==> config.mk <==
export PLATFORM = sky130hd
export DESIGN_NAME = mult_result_writer_flat
export DESIGN_NICKNAME = d
export VERILOG_FILES = /design/src/rtl/mult_result_writer_pkg.sv /design/src/rtl/mult_result_writer_if.sv /design/src/rtl/mult_result_writer_elem_sel.sv /design/src/rtl/mult_result_writer.sv /design/src/flat_wrapper.sv
export SDC_FILE = /design/constraint.sdc
export NUM_CORES = 1
export LEC_CHECK = 0
export CAP_MARGIN = 40
export CORE_MARGIN = 5
export CORE_UTILIZATION = 57
export CTS_CLUSTER_SIZE = 28
export DETAILED_ROUTE_END_ITERATION = 6
export HOLD_SLACK_MARGIN = 0.06
export PLACE_DENSITY = 0.87
export SETUP_SLACK_MARGIN = 0.4
export SYNTH_ARGS = -nofsm -noshare
export SYNTH_HDL_FRONTEND = slang
export SYNTH_HIERARCHICAL = 1
export SYNTH_SLANG_ARGS = --single-unit
export TNS_END_PERCENT = 50
==> constraint.sdc <==
create_clock -name clk -period 8.6 [get_ports clk]
set_input_delay 1.72 -clock clk [delete_from_list [all_inputs] [get_ports clk]]
set_output_delay 1.72 -clock clk [all_outputs]
set_load 0.01 [all_outputs]
==> src/rtl/mult_result_writer_pkg.sv <==
// Shared constants and state encoding for the constant-multiply pipeline
// (multiplier, loader and result-writer stages).
package mult_result_writer_pkg;

  localparam int MAT_DIM = 5;
  localparam int ELEM_W  = 9;
  localparam int N_ELEM  = MAT_DIM * MAT_DIM;
  localparam int IDX_W   = 5;

  typedef enum logic [1:0] {
    ST_IDLE = 2'd0,
    ST_SEND = 2'd1,
    ST_DONE = 2'd2
  } wr_state_t;

  // Gathers the overflow flag (element MSB) of every element of a flattened matrix.
  function automatic logic [N_ELEM-1:0] ovf_bits(input logic [N_ELEM*ELEM_W-1:0] mat);
    logic [N_ELEM-1:0] bits;
    bits = '0;
    for (int i = 0; i < N_ELEM; i++) begin
      bits[i] = mat[i*ELEM_W + ELEM_W - 1];
    end
    return bits;
  endfunction

endpackage

==> src/rtl/mult_result_writer_if.sv <==
// Byte-wide element stream with index: producer drives valid/data/ovf/idx,
// consumer drives ready.
interface mult_result_writer_if #(
  parameter int DATA_W = 8,
  parameter int IDX_W  = 5
) ();

  logic              out_valid;
  logic              out_ready;
  logic [DATA_W-1:0] out_data;
  logic              out_ovf;
  logic [IDX_W-1:0]  out_idx;

  modport master (
    output out_valid,
    output out_data,
    output out_ovf,
    output out_idx,
    input  out_ready
  );

  modport slave (
    input  out_valid,
    input  out_data,
    input  out_ovf,
    input  out_idx,
    output out_ready
  );

endinterface

==> src/rtl/mult_result_writer_elem_sel.sv <==
// Combinational element mux: picks element idx out of a flattened row-major
// matrix; an out-of-range index yields zero.
module mult_result_writer_elem_sel #(
  parameter int N      = 25,
  parameter int ELEM_W = 9,
  parameter int IDX_W  = 5
) (
  input  logic [N*ELEM_W-1:0] vec,
  input  logic [IDX_W-1:0]    idx,
  output logic [ELEM_W-1:0]   elem
);

  // Index-addressed slice with range guard
  always_comb begin
    elem = '0;
    if (int'(idx) < N) begin
      elem = vec[int'(idx)*ELEM_W +: ELEM_W];
    end else begin
      elem = '0;
    end
  end

endmodule

==> src/rtl/mult_result_writer.sv <==
// Captures the result matrix on start and streams it element by element over a
// valid/ready port, keeping a sticky overflow mask for the status register.
module mult_result_writer #(
  parameter int DIM    = mult_result_writer_pkg::MAT_DIM,
  parameter int ELEM_W = mult_result_writer_pkg::ELEM_W
) (
  input  logic                      clk,
  input  logic                      rst_n,
  input  logic                      start,
  input  logic [DIM*DIM*ELEM_W-1:0] resultado,
  mult_result_writer_if.master      bus,
  output logic                      busy,
  output logic                      done,
  output logic                      ovf_any,
  output logic [DIM*DIM-1:0]        ovf_mask
);

  import mult_result_writer_pkg::*;

  localparam int N_EL = DIM * DIM;
  localparam int IW   = $clog2(N_EL);
  localparam int DW   = ELEM_W - 1;
  localparam logic [IW-1:0] LAST_IDX = IW'(N_EL - 1);

  wr_state_t               state_r, state_s;
  logic [N_EL*ELEM_W-1:0]  cap_r, cap_s;
  logic [IW-1:0]           idx_r, idx_s;
  logic                    valid_r, valid_s;
  logic [DW-1:0]           data_r, data_s;
  logic                    ovf_r, ovf_s;
  logic                    busy_r, busy_s;
  logic                    done_r, done_s;
  logic                    any_r, any_s;
  logic [N_EL-1:0]         mask_r, mask_s;
  logic [N_EL-1:0]         live_mask_s;

  logic [N_EL*ELEM_W-1:0]  sel_vec_s;
  logic [IW-1:0]           sel_idx_s;
  logic [ELEM_W-1:0]       sel_elem_s;

  // Element feeding the output registers: element 0 of the live matrix while
  // capturing, otherwise the successor of the current index in the capture.
  always_comb begin
    sel_vec_s = cap_r;
    sel_idx_s = idx_r + IW'(1);
    if (state_r == ST_IDLE) begin
      sel_vec_s = resultado;
      sel_idx_s = '0;
    end else begin
      sel_vec_s = cap_r;
      sel_idx_s = idx_r + IW'(1);
    end
  end

  mult_result_writer_elem_sel #(
    .N      (N_EL),
    .ELEM_W (ELEM_W),
    .IDX_W  (IW)
  ) u_elem_sel (
    .vec  (sel_vec_s),
    .idx  (sel_idx_s),
    .elem (sel_elem_s)
  );

  // Overflow flags of the live matrix, latched only when a start is accepted
  always_comb begin
    live_mask_s = '0;
    for (int i = 0; i < N_EL; i++) begin
      live_mask_s[i] = resultado[i*ELEM_W + ELEM_W - 1];
    end
  end

  // Next-state and next-output logic
  always_comb begin
    state_s = state_r;
    cap_s   = cap_r;
    idx_s   = idx_r;
    valid_s = valid_r;
    data_s  = data_r;
    ovf_s   = ovf_r;
    done_s  = 1'b0;
    any_s   = any_r;
    mask_s  = mask_r;
    case (state_r)
      ST_IDLE: begin
        if (start) begin
          state_s = ST_SEND;
          cap_s   = resultado;
          mask_s  = live_mask_s;
          any_s   = |live_mask_s;
          idx_s   = '0;
          valid_s = 1'b1;
          data_s  = sel_elem_s[DW-1:0];
          ovf_s   = sel_elem_s[ELEM_W-1];
        end else begin
          state_s = ST_IDLE;
        end
      end
      ST_SEND: begin
        if (valid_r && bus.out_ready) begin
          if (idx_r == LAST_IDX) begin
            state_s = ST_DONE;
            valid_s = 1'b0;
            done_s  = 1'b1;
          end else begin
            idx_s  = idx_r + IW'(1);
            data_s = sel_elem_s[DW-1:0];
            ovf_s  = sel_elem_s[ELEM_W-1];
          end
        end else begin
          state_s = ST_SEND;
        end
      end
      ST_DONE: begin
        state_s = ST_IDLE;
      end
      default: begin
        state_s = ST_IDLE;
        valid_s = 1'b0;
      end
    endcase
    busy_s = (state_s != ST_IDLE);
  end

  // State and output registers
  always_ff @(posedge clk or negedge rst_n) begin
    if (!rst_n) begin
      state_r <= ST_IDLE;
      cap_r   <= '0;
      idx_r   <= '0;
      valid_r <= 1'b0;
      data_r  <= '0;
      ovf_r   <= 1'b0;
      busy_r  <= 1'b0;
      done_r  <= 1'b0;
      any_r   <= 1'b0;
      mask_r  <= '0;
    end else begin
      state_r <= state_s;
      cap_r   <= cap_s;
      idx_r   <= idx_s;
      valid_r <= valid_s;
      data_r  <= data_s;
      ovf_r   <= ovf_s;
      busy_r  <= busy_s;
      done_r  <= done_s;
      any_r   <= any_s;
      mask_r  <= mask_s;
    end
  end

  assign bus.out_valid = valid_r;
  assign bus.out_data  = data_r;
  assign bus.out_ovf   = ovf_r;
  assign bus.out_idx   = idx_r;
  assign busy          = busy_r;
  assign done          = done_r;
  assign ovf_any       = any_r;
  assign ovf_mask      = mask_r;

endmodule
==> src/flat_wrapper.sv <==
// flat-port wrapper written by rule: the top's interface ports become plain ports
module mult_result_writer_flat import mult_result_writer_pkg::*;
#(
  parameter int DIM    = mult_result_writer_pkg::MAT_DIM,
  parameter int ELEM_W = mult_result_writer_pkg::ELEM_W
)
  (clk, rst_n, start, resultado, busy, done, ovf_any, ovf_mask, bus_out_valid, bus_out_data, bus_out_ovf, bus_out_idx, bus_out_ready);
  mult_result_writer_if bus_i ();
  input  logic clk;
  input  logic rst_n;
  input  logic start;
  input  logic [DIM*DIM*ELEM_W-1:0] resultado;
  output logic busy;
  output logic done;
  output logic ovf_any;
  output logic [DIM*DIM-1:0] ovf_mask;
  output wire logic [$bits(bus_i.out_valid)-1:0] bus_out_valid;
  output wire logic [$bits(bus_i.out_data)-1:0] bus_out_data;
  output wire logic [$bits(bus_i.out_ovf)-1:0] bus_out_ovf;
  output wire logic [$bits(bus_i.out_idx)-1:0] bus_out_idx;
  input wire logic [$bits(bus_i.out_ready)-1:0] bus_out_ready;
  assign bus_out_valid = bus_i.out_valid;
  assign bus_out_data = bus_i.out_data;
  assign bus_out_ovf = bus_i.out_ovf;
  assign bus_out_idx = bus_i.out_idx;
  assign bus_i.out_ready = bus_out_ready;
  mult_result_writer #(.DIM(DIM), .ELEM_W(ELEM_W)) u_core (.clk(clk), .rst_n(rst_n), .start(start), .resultado(resultado), .bus(bus_i), .busy(busy), .done(done), .ovf_any(ovf_any), .ovf_mask(ovf_mask));
endmodule
==> impl_metrics.json <==
{
  "die_w_um": 168,
  "p_int_uw": 4470,
  "fin_nets": 1478,
  "grt_max_degree": 190,
  "worstSetupStartpointType": "flop",
  "clk_pin_slew_worst_paths_ps": 60,
  "worst_r2r_path_depth": 9,
  "path_max_fanout": 63,
  "rows": 57,
  "initial_core_util_pct": 58.1,
  "regArea_um2": 6130,
  "cts_repair_resize_count": 0,
  "drc": 0,
  "yosysTopAreaCellShare_pct": 43.2,
  "final_cell_mix": "445 x mux2_2, 270 x clkdlybuf4s50_1, 245 x dfrtp_1, 78 x nand2_1, 40 x mux4_2",
  "dieHeight_um": 168,
  "clock_skew_ps": 13.5,
  "fmaxAchievable_ghz": 0.252,
  "final.min_clock_period_ps": 3970,
  "ys.flop_type": "dfrtp_1",
  "slew_violations": 0,
  "max-cap-violations": 0,
  "final_common_cell": "mux2_2",
  "switching_power_uw": 2260,
  "setup-tns-final_ps": 0,
  "worstMarginPinSlew_ps": 1190,
  "p_seq_share_pct": 30.4,
  "drtPass1Iterations": 4,
  "synthArstFlopShare_pct": 100,
  "synth_seq_cells": 245,
  "slew_headroom_pct": 20.6,
  "critPathKind": "flop to flop",
  "clock_path_buffers": 3,
  "syn_area_um2": 14200,
  "finalSetupViolCount": 0,
  "synth.avg_cell_area_um2": 13.8,
  "clk_latency_ps": 540,
  "routed_wl_um": 36700,
  "hold_path.class": "flop to flop",
  "post_cts_buffers": 0,
  "hpwl_um": 25600,
  "min_path_cells": 1,
  "fillCellCount": 1633,
  "ant_nets": 0,
  "rsz0062_at_grt": "no",
  "drive_above_1_share_pct": 44.2,
  "core_um2": 24500,
  "cts_sinks": 245,
  "fin_crit_sh_pct": 46.1,
  "grt_pass1_vias": 10199,
  "area_growth_pct": 24.9,
  "synth-edff-count": 0,
  "cts_buffers": 28,
  "grt_pass1_wl_um": 57100,
  "synth_area_leaders": "dfrtp_1 43%, mux2_2 35%, mux4_2 6.3%",
  "drt_iter0_markers": 682,
  "synth_nets": 1262,
  "ir_worst_vdd_v": 0.000349,
  "ios": 272,
  "synth_top_area_cell": "dfrtp_1",
  "clockRootBuffer": "clkbuf_16",
  "synth_warnings": 6,
  "pwr-share-clk_pct": 17.3,
  "antenna_found_initial": 7,
  "cts_tree": "built",
  "htreeDepth": 1,
  "synthCells": 1031,
  "cp.required_ps": 9020,
  "power_density_nw_per_um2": 379,
  "gp_congestion": 0.829,
  "leakage_uw": 0.00706,
  "wire_per_inst_um": 23.0,
  "dieArea_um2": 28200,
  "end_kind": "flop",
  "grt_overflow": 0,
  "grtUsageTotal_pct": 25.5,
  "cp.arrival_ps": 4380,
  "status": "complete, no violations",
  "ctsHoldBuffers": 0,
  "io_buffers": 271,
  "finalPower_uw": 6730,
  "num_vias": 9332,
  "multi_input_area_um2": 7370,
  "avgViaCountPerCell": 5.84,
  "seq_area_frac_synth_pct": 43.2,
  "comb_power_share_pct": 52.2,
  "swShare_pct": 33.6,
  "hold_viol_final": 0,
  "ys_types": 46
}
==> critical path: stages (launching register included) <==
cell,delay (ps)
dfrtp_1,460
nor2_4,620
buf_4,430
buf_16,330
mux2_2,380
mux4_2,450
nor2b_1,150
a211oi_1,560
o31ai_1,140
mux2_2,270
==> metal layers <==
metal	track usage [%]	wire length, um	vias up
met5	0	29	-
met4	10.3	1410	4
met3	6.45	2540	79
met2	41.7	18100	283
met1	32.8	14600	4724
li1	-	-	4242
==> state kept, by name, summed over array words and instances (netlist names) <==
| signal | cells |
|---|---|
| u_core/state_r | 2 |
| u_core/busy | 1 |
| u_core/bus.out_ovf | 1 |
| u_core/bus.out_idx | 5 |
| u_core/cap_r | 225 |
| u_core/ovf_any | 1 |
| u_core/bus.out_valid | 1 |
| u_core/done | 1 |
| u_core/bus.out_data | 8 |
==> logic make-up (layout without fill, tap and decap cells) <==
family / Yosys count / in the layout / share of synthesized area, %
mux: 514 / 514 / 45.0
flops: 245 / 245 / 43.2
simple gates: 123 / 123 / 4.07
buf+inv: 103 / 340 / 5.21
compound gates: 41 / 41 / 2.21
xor+xnor: 3 / 3 / 0.185
fa+ha+maj: 2 / 2 / 0.176
other cells: 0 / 5 / 0
==> power groups by stage <==
stage	sequential [uW]	clock, uW	combinational (uW)
6_report	2050	1170	3520
5_1_grt	2120	1250	3740
4_1_cts	2050	1190	3530
3_5_place_dp	2060	0	3500
3_3_place_gp	2010	0	3410
2_1_floorplan	1970	0	2670
==> path summary, 6_finish.rpt <==
path	startpoint	to	slack, ps
worst min register to register	u_core/cap_r[67]$_DFFE_PN0N_	u_core/cap_r[67]$_DFFE_PN0N_	500
worst min-delay path	u_core/cap_r[67]$_DFFE_PN0N_	u_core/cap_r[67]$_DFFE_PN0N_	500
max in group asynchronous	rst_n	u_core/bus.out_valid$_DFFE_PN0P_	6160
worst max register to register	u_core/state_r[1]$_DFF_PN0_	u_core/bus.out_data[0]$_DFFE_PN0P_	4630
min in group asynchronous	rst_n	u_core/cap_r[12]$_DFFE_PN0N_	1210
worst max-delay path	u_core/state_r[1]$_DFF_PN0_	u_core/bus.out_data[0]$_DFFE_PN0P_	4630
==> cells in the mapped netlist, types with 6 or more instances <==
library cell and count:
a22oi_1 10, nor4_1 6, a211oi_1 8, mux4_1 10, mux4_2 40, mux2i_1 14
nand2_1 78, nor2b_1 7, buf_4 60, o21ai_0 10, buf_6 7, dfrtp_1 245
nor3_1 7, mux2_2 445, nor2_1 10, buf_2 23
==> layout make-up <==
cell class | instances | share of cell area, %
diodes | 5 | 0.0705
well taps | 324 | 2.28
repair buffers | 286 | 16.4
clock inverters | 5 | 0.141
flip-flops and latches | 245 | 34.6
clock buffers | 46 | 5.01
multi-input cells | 683 | 41.5
inverters | 3 | 0.0635
==> through the flow <==
step	util, %	hold slack, ps	instances	instance area, um^2	setup slack [ps]
floorplan	-	465	1031	14200	5290
global placement	68.5	478	1538	16700	4500
detailed placement	68.7	490	1541	16800	4490
CTS	72.5	505	1592	17700	4620
global route	72.5	513	1597	17700	4440
finish	72.5	502	1597	17700	4630
Power figures use the tool's default switching activity.
